### config.mk
export PLATFORM = sky130hd
export DESIGN_NAME = pwrseq_dev_grp_seq
export DESIGN_NICKNAME = d
export VERILOG_FILES = /design/src/rtl/pwrseq_dev_grp_seq.sv
export SDC_FILE = /design/constraint.sdc
export NUM_CORES = 1
export LEC_CHECK = 0
export BUFFER_PORTS_ARGS = -buffer_cell sky130_fd_sc_hd__buf_2
export CORE_MARGIN = 4
export CORE_UTILIZATION = 40
export CTS_CLUSTER_SIZE = 14
export DETAILED_ROUTE_END_ITERATION = 10
export PLACE_DENSITY = 0.65
export SLEW_MARGIN = 10
export SYNTH_ARGS = -nofsm -noshare
export SYNTH_HDL_FRONTEND = slang
export SYNTH_SLANG_ARGS = --single-unit
### constraint.sdc
create_clock -name clk -period 2.8 [get_ports clk]
set_input_delay 0.56 -clock clk [delete_from_list [all_inputs] [get_ports clk]]
set_output_delay 0.56 -clock clk [all_outputs]
set_load 0.02 [all_outputs]
### src/rtl/pwrseq_dev_grp_seq.sv
// Staggered power sequencer: brings device groups up in ascending order and
// down in descending order, latching pgood-timeout and group faults.
module pwrseq_dev_grp_seq #(
    parameter int NUM_GRP    = 4,
    parameter int STAGGER_US = 100,
    parameter int PGD_TMO_US = 20000,
    parameter int OFF_US     = 500
) (
    input  logic               clk,
    input  logic               reset,
    input  logic               t1us,
    input  logic               pwr_req,
    input  logic               fault_clear,
    input  logic [NUM_GRP-1:0] grp_pgd_so_far,
    input  logic [NUM_GRP-1:0] grp_mod_fault,
    output logic [NUM_GRP-1:0] grp_gate_en,
    output logic               all_on,
    output logic               all_off,
    output logic               seq_fault,
    output logic [3:0]         fault_grp,
    output logic               fault_tmo
);

    localparam int MAXA = (STAGGER_US > PGD_TMO_US) ? STAGGER_US : PGD_TMO_US;
    localparam int MAXV = (MAXA > OFF_US) ? MAXA : OFF_US;
    localparam int CW   = $clog2(MAXV + 1);

    localparam logic [CW-1:0] STG_C   = CW'(STAGGER_US);
    localparam logic [CW-1:0] TMO_C   = CW'(PGD_TMO_US);
    localparam logic [CW-1:0] OFF_C   = CW'(OFF_US);
    localparam logic [CW-1:0] CNT_MAX = {CW{1'b1}};
    localparam logic [3:0]    LAST    = 4'(NUM_GRP - 1);

    typedef enum logic [2:0] {
        S_OFF,
        S_ON_WAIT,
        S_STAGGER,
        S_ON_DONE,
        S_OFF_SEQ,
        S_FAULT
    } state_e;

    state_e             state_q, state_d;
    logic [3:0]         idx_q, idx_d;
    logic [CW-1:0]      cnt_q, cnt_d;
    logic [NUM_GRP-1:0] gate_en_q, gate_en_d;
    logic               all_on_q, all_on_d;
    logic               all_off_q, all_off_d;
    logic               seq_fault_q, seq_fault_d;
    logic [3:0]         fault_grp_q, fault_grp_d;
    logic               fault_tmo_q, fault_tmo_d;

    logic [NUM_GRP-1:0] idx_oh;
    logic [NUM_GRP-1:0] flt_vec;
    logic [3:0]         flt_low;
    logic               flt_any;
    logic               pgd_idx;
    logic               restart;
    logic               enter_flt;
    logic               flt_is_tmo;

    assign idx_oh  = NUM_GRP'(1) << idx_q;
    assign pgd_idx = |(grp_pgd_so_far & idx_oh);
    // Only enabled groups may raise a fault.
    assign flt_vec = grp_mod_fault & gate_en_q;
    assign flt_any = |flt_vec;

    always_comb begin
        flt_low = '0;
        for (int k = NUM_GRP - 1; k >= 0; k--) begin
            if (flt_vec[k]) flt_low = 4'(k);
        end
    end

    always_comb begin
        state_d     = state_q;
        idx_d       = idx_q;
        gate_en_d   = gate_en_q;
        seq_fault_d = seq_fault_q;
        fault_grp_d = fault_grp_q;
        fault_tmo_d = fault_tmo_q;
        restart     = 1'b0;
        enter_flt   = 1'b0;
        flt_is_tmo  = 1'b0;

        if (fault_clear && !pwr_req && seq_fault_q) begin
            seq_fault_d = 1'b0;
            fault_grp_d = '0;
            fault_tmo_d = 1'b0;
        end

        unique case (state_q)
            S_OFF: begin
                if (pwr_req && !seq_fault_q) begin
                    state_d   = S_ON_WAIT;
                    idx_d     = '0;
                    gate_en_d = NUM_GRP'(1);
                end
            end
            S_ON_WAIT: begin
                if (flt_any) begin
                    enter_flt = 1'b1;
                end else if (!pwr_req) begin
                    state_d   = S_OFF_SEQ;
                    gate_en_d = gate_en_q & ~idx_oh;
                end else if (pgd_idx) begin
                    state_d = (idx_q == LAST) ? S_ON_DONE : S_STAGGER;
                end else if (cnt_q >= TMO_C) begin
                    enter_flt  = 1'b1;
                    flt_is_tmo = 1'b1;
                end
            end
            S_STAGGER: begin
                if (flt_any) begin
                    enter_flt = 1'b1;
                end else if (!pwr_req) begin
                    state_d   = S_OFF_SEQ;
                    gate_en_d = gate_en_q & ~idx_oh;
                end else if (cnt_q >= STG_C) begin
                    state_d   = S_ON_WAIT;
                    idx_d     = idx_q + 4'd1;
                    gate_en_d = gate_en_q | (idx_oh << 1);
                end
            end
            S_ON_DONE: begin
                if (flt_any) begin
                    enter_flt = 1'b1;
                end else if (!pwr_req) begin
                    state_d   = S_OFF_SEQ;
                    gate_en_d = gate_en_q & ~idx_oh;
                end
            end
            S_OFF_SEQ: begin
                if (flt_any) begin
                    enter_flt = 1'b1;
                end else if (cnt_q >= OFF_C) begin
                    if (idx_q == 4'd0) begin
                        state_d = S_OFF;
                    end else begin
                        // Next lower group: drop it and restart the delay.
                        idx_d     = idx_q - 4'd1;
                        gate_en_d = gate_en_q & ~(idx_oh >> 1);
                        restart   = 1'b1;
                    end
                end
            end
            S_FAULT: begin
                state_d = S_OFF;
            end
            default: begin
                state_d = S_OFF;
            end
        endcase

        if (enter_flt) begin
            state_d     = S_FAULT;
            gate_en_d   = '0;
            seq_fault_d = 1'b1;
            fault_tmo_d = flt_is_tmo;
            fault_grp_d = flt_is_tmo ? idx_q : flt_low;
        end

        if (state_d != state_q) restart = 1'b1;

        if (restart) begin
            cnt_d = '0;
        end else if (t1us && cnt_q != CNT_MAX) begin
            cnt_d = cnt_q + 1'b1;
        end else begin
            cnt_d = cnt_q;
        end

        all_on_d  = (state_d == S_ON_DONE) && (&grp_pgd_so_far);
        all_off_d = (state_d == S_OFF);
    end

    always_ff @(posedge clk or posedge reset) begin
        if (reset) begin
            state_q     <= S_OFF;
            idx_q       <= '0;
            cnt_q       <= '0;
            gate_en_q   <= '0;
            all_on_q    <= 1'b0;
            all_off_q   <= 1'b1;
            seq_fault_q <= 1'b0;
            fault_grp_q <= '0;
            fault_tmo_q <= 1'b0;
        end else begin
            state_q     <= state_d;
            idx_q       <= idx_d;
            cnt_q       <= cnt_d;
            gate_en_q   <= gate_en_d;
            all_on_q    <= all_on_d;
            all_off_q   <= all_off_d;
            seq_fault_q <= seq_fault_d;
            fault_grp_q <= fault_grp_d;
            fault_tmo_q <= fault_tmo_d;
        end
    end

    assign grp_gate_en = gate_en_q;
    assign all_on      = all_on_q;
    assign all_off     = all_off_q;
    assign seq_fault   = seq_fault_q;
    assign fault_grp   = fault_grp_q;
    assign fault_tmo   = fault_tmo_q;

endmodule
---- Yosys cells after proc, flatten, opt, wreduce, memory -nomap -nowiden ----
Cells that the tools add are included.
storage, ports and cells
  register bits after elaboration ......... 34
  input bits .............................. 13
  output and inout port bits .............. 12
  word-level logic and storage cells ...... 126
operators by class
  add/sub/neg operators ................... 3
  magnitude comparators ................... 3
  eq/ne operators ......................... 23
  shift-type cells ........................ 1
  muxes and demuxes ....................... 59
  bitwise operators ....................... 7
  reductions and logical operators ........ 21
operators by type and width
  operator               number
  $mux 4                 21
  $mux 3                 13
  $mux 15                2
  $and 4x4->4            4
  $mux 1                 16
  $pmux 4 s4             1
  $add 15x1->15 const B  1
  $ge 15x15->1 const B   1
  $ge 15x7->1 const B    1
  $ge 15x9->1 const B    1
  $ne 15x15->1 const B   1
  $ne 3x3->1 const B     5
  $pmux 3 s5             1
  $ne 2x2->1 const B     7
  $pmux 4 s3             1
  $eq 3x2->1 const B     3
  $reduce_and 9->1       1
  $reduce_and 8->1       1
  $reduce_or 4->1        2
  $logic_not 3->1        2
  $mux 2                 3
  $ne 3x2->1 const B     2
  $logic_and 1x1->1      5
  $reduce_bool 5->1      1
  19 further kinds       21

---- Longest topological paths before layout ----
  depth in word-level cells ............... 11
  mapped depth ............................ 11
  gate-level depth less buffers ........... 10

---- Least setup slack after synthesis ----
No wires, ideal clock.
  path type ............................... input port to flip-flop
  start ................................... input grp_mod_fault[2]
  end ..................................... register idx_q[3]
  setup time .............................. 0.122 ns
  data arrival time ....................... 2.215 ns
  data required time ...................... 2.678 ns
  path slack .............................. 0.463 ns
  cell stages on the path ................. 6
  path buffers ............................ 0
  cells stage by stage .................... a22o_4 > or2_4 > or4_4 > a221oi_4 > nand2_1 > a32o_1
on the way
  longest elaborated chain between the ends .. 4
  elaborated cells between the ends (all ways) .. 5
  classes of those cells .................. eq/ne (2); bitwise (1); reduce/logical (2)
RTL lines
  what                                 line  source
  from (decl)                          15    input logic [NUM_GRP-1:0] grp_mod_fault,
  $and 4x4->4 *                        65    assign flt_vec = grp_mod_fault & gate_en_q;
  $reduce_or 4->1 *                    66    assign flt_any = |flt_vec;
  $ne 2x2->1 (no source line)          n/a
  $reduce_and 8->1 (no source line) *  n/a
  to (signal assigned)                 190   idx_q <= idx_d;
  to (decl)                            44    logic [3:0] idx_q, idx_d;
Mark *: on every way between the ends. The rest lies on a longest branch, timed or not.
A chain may end at the register's enable or synchronous reset.

---- Final worst setup path ----
  start ................................... register idx_q[1]
  end ..................................... register cnt_q[4]
on the way
  longest elaborated chain between the ends .. 11
  elaborated cells between the ends (all ways) .. 26
  classes of those cells .................. eq/ne (2); shift (1); mux (19); bitwise (1); reduce/logical (3)
RTL lines
  what                                                 line  source
  $shl 1x4->4                                          62    assign idx_oh = NUM_GRP'(1) << idx_q;
  $and 4x4->4                                          63    assign pgd_idx = |(grp_pgd_so_far & idx_oh);
  $reduce_or 4->1                                      63
  $mux 3 / $mux 1 (equally long branches)              106   end else if (pgd_idx) begin
  $mux 3 / $mux 1 (equally long branches)              103   end else if (!pwr_req) begin
  $mux 3 / $mux 1 (equally long branches)              101   if (flt_any) begin
  $pmux 3 s5 / $pmux 1 s2 (equally long branches)      92    unique case (state_q)
  $mux 3                                               155   if (enter_flt) begin
  $ne 3x3->1                                           163   if (state_d != state_q) restart = 1'b1;
  $mux 1 *                                             163
  $mux 15 / $reduce_bool 2->1 (equally long branches)  n/a
  to (signal assigned)                                 191   cnt_q <= cnt_d;
  to (decl)                                            45    logic [CW-1:0] cnt_q, cnt_d;
Marked as above.

==> run summary <==
Placed wire-length estimate = 4.38 mm
Post-Syn Area = 0.00243 sq mm
Synth-to-Final Area Change = 15.2%
Layout cell share with drive strength beyond 1 = 22.6%
Largest net degree at the start of global routing = 18
Worst Hold Class = in -> async
Antenna violations before repair = 0
M1 WL = 2.80 mm
Overall Power = 2.36 mW
Post-route minimum period = 2.39 ns
CTS tree = done
Synthesized area per cell = 9.33 sq um
Nets@finish = 313
Vias in the first global route = 2,095
CTS Buf Count = 5
Overflow after GRT = 0
Sw Ratio = 43.9%
Seq pwr share = 28.5%
Clock transition at path regs = 0.08 ns
Sequential share of the synthesized area = 35.0%
Comb power frac = 53.2%
Max-cap violations = 0
Fmax achieved = 418 MHz
CP arrival = 2.54 ns
CP peak stage delay = 0.52 ns
Finished Layout Cells = 371
Slew headroom = 56.1%
Via-to-Cell Ratio = 5.80
CTS Root Buffer Type = clkbuf_8
DR WL met2 = 2.70 mm
DIE AREA = 0.00740 sq mm
I/O pin count = 25
Clk network pwr share = 18.3%
Startpoint Class = flip-flop
First-pass GRT wire length = 10.3 mm
RSZ-0062 raised after global routing = false
CP bufs+invs = 1
Crit path capture type = flip-flop
Flop2flop setup slack = 0.41 ns
Total inserted antenna cells = 0
Yosys warns = 0
Final Skew = 0.0103 ns
Tightest Pin Transition = 0.652 ns
CP Data Required Time = 2.94 ns
Leakage = 1.19 nW
PwrDens = 841 mW/mm^2
Int Power = 1.32 mW
Count of pins over their slew limit = 0
Post-route setup TNS = 0 ns
Clock Latency Late Sink = 0.29 ns
Cells after synthesis = 261
Yosys cell types = 59
Row cnt = 28
IO Port Bufs = 24
Peak supply drop = 0.409 mV
Die width = 86.0 um
Crit-path leading delay family = compound AO/OA/AOI/OAI gates
Period utilization = 85.5%
Total wire length = 5.88 mm
DR WL met3 = 300 um
Setup-failing EPs final = 0
Ys flop type = dfrtp_1
Post-CTS Hold Buffers = 0
Clk sinks = 34
Routed Antenna Nets = 0
Setup Crit Path Kind = reg -> reg
Yosys top cell area share = 33.9%
DR WL/cell = 15.9 um
Sw power = 1.04 mW
Core Region = 0.00592 sq mm
Dpl cells = 363
Via count = 2,150
Placer Congestion = 0.899
CTS Buffer Depth = 2
Final hold violations = 0
Total setup buffers inserted after CTS = 0
Remaining DRCs = 0
DRT iter0 DRCs = 223
Pre-antenna DRT Iters = 4
Hold slack = 0.353 ns
FF+latch count, synth = 34
Post_cts resized = 0
Top Metal Used = met4
Worst path slowest cell = dfrtp_1
Post-synth EDFFs = 0
Yosys top cell by area = dfrtp_1
Critical path cell sequence = or3b_4 -> o22ai_4 -> a21oi_1 -> a22o_1 -> inv_1 -> nor4_1
H-tree levels = 2
Critical path fanouts, max = 14
Die Y = 86.0 um
Status = complete, no violations
FFs w/ async S/R, synth = 100%
Post-Syn Nets = 279
Synth area leaders = dfrtp_1 34%, nor4_2 4.6%, nand3_1 3.5%
Total Routing Usage GR = 17.4%
Starting Density = 41.1%
==> worst paths after layout <==
check	startpoint	endpoint	depth (start not counted)
min reg2reg	fault_tmo	fault_tmo	1
max reg2reg	idx_q[1]	cnt_q[4]	6
min	reset	grp_gate_en[1]	2
max	idx_q[1]	cnt_q[4]	6
max in group asynchronous	reset	cnt_q[13]	3
min in group clk	fault_tmo	fault_tmo	1
==> worst register-to-register path: cells and delay by family (launching register included) <==
| family | cells | cell delay (ns) |
|---|---|---|
| AND/OR/NAND/NOR | 2 | 0.58 |
| flip-flops | 1 | 0.52 |
| AO/OA/AOI/OAI | 3 | 0.70 |
| buffers and inverters | 1 | 0.46 |
==> cells in the mapped netlist, types with 5 or more instances <==
cell type  instances
xnor2_1            8
xor2_1             5
clkbuf_1           5
nor4_2             9
dfrtp_1           33
a21o_1             8
nor3_1             9
nor4_1            10
o21ai_0           13
nand2_1           19
nand3_1           17
mux2i_1            5
a21oi_1           14
inv_1              9
nor2_1            15
==> area by class of cell <==
cell class / count / area [sq um]
Fill cell: 580 / 3120
Inverter: 9 / 33.8
Tap cell: 75 / 93.8
Timing Repair Buffer: 36 / 223
Clock buffer: 8 / 110
Sequential cell: 34 / 852
Multi-Input combinational cell: 209 / 1490
==> flip-flops by register name (all words and copies together), names as in the netlist <==
| name | count |
|---|---|
| grp_gate_en | 4 |
| state_q | 3 |
| idx_q | 4 |
| all_off | 1 |
| seq_fault | 1 |
| all_on | 1 |
| fault_grp | 4 |
| cnt_q | 15 |
| fault_tmo | 1 |
==> through the flow <==
stage	utilization [%]	area (sq um)	setup WS (ns)
after floorplan	-	2430	0.463
after global placement	45.5	2700	0.277
after detailed placement	45.5	2700	0.256
after CTS	47.4	2810	0.406
after global routing	47.4	2810	0.209
final	47.4	2810	0.405
==> power groups by stage <==
| stage | Clock, mW | Sequential (mW) | Combinational (mW) |
|---|---|---|---|
| 5_1_grt | 0.460 | 0.690 | 1.39 |
| 6_report | 0.432 | 0.672 | 1.26 |
| 4_1_cts | 0.439 | 0.673 | 1.25 |
| 3_5_place_dp | 0 | 0.682 | 1.24 |
| 3_3_place_gp | 0 | 0.677 | 1.23 |
| 2_1_floorplan | 0 | 0.691 | 0.917 |
==> cell usage in the layout, fill, tap and decap left out, types with 2 or more instances in the layout <==
master,Yosys,routed
o21bai_1,2,2
o21a_1,2,2
nand3b_1,3,3
xnor2_1,8,8
nor3_1,9,9
nand3_1,17,17
dfrtp_1,33,33
and2_1,4,4
o31ai_1,2,2
clkbuf_8,0,8
nor4_1,10,10
a22o_1,4,4
ha_1,4,4
a211oi_1,2,2
a31oi_1,2,2
nor4_2,9,9
mux2i_1,5,5
nor2b_1,4,4
and3_1,2,2
buf_4,2,11
nand4_1,4,4
or3_1,2,2
and4_1,4,4
nand2_1,19,19
inv_1,9,9
a21oi_1,14,14
xor2_1,5,5
a21o_1,8,8
o211ai_1,4,4
nand2b_1,4,4
buf_2,0,24
nor2_1,15,15
nor3b_1,4,4
o21ai_0,13,13
==> logic make-up (layout without fill, tap and decap cells) <==
group           count (synthesis)  after routing  synth area share [%]
simple gates                  116            116                  28.9
mux                             6              6                  2.62
compound gates                 69             69                  22.2
flops                          34             34                  35.0
buf+inv                        18             53                  3.70
fa+ha+maj                       5              5                  2.88
xor+xnor                       13             13                  4.68
==> metal layers <==
layer / global-route usage (%) / up-vias
li1: - / 1052
met1: 25.2 / 1031
met5: 0 / -
met4: 4.75 / 0
met2: 26.4 / 58
met3: 3.36 / 9
Note: power is estimated with default switching activity, not from simulation.
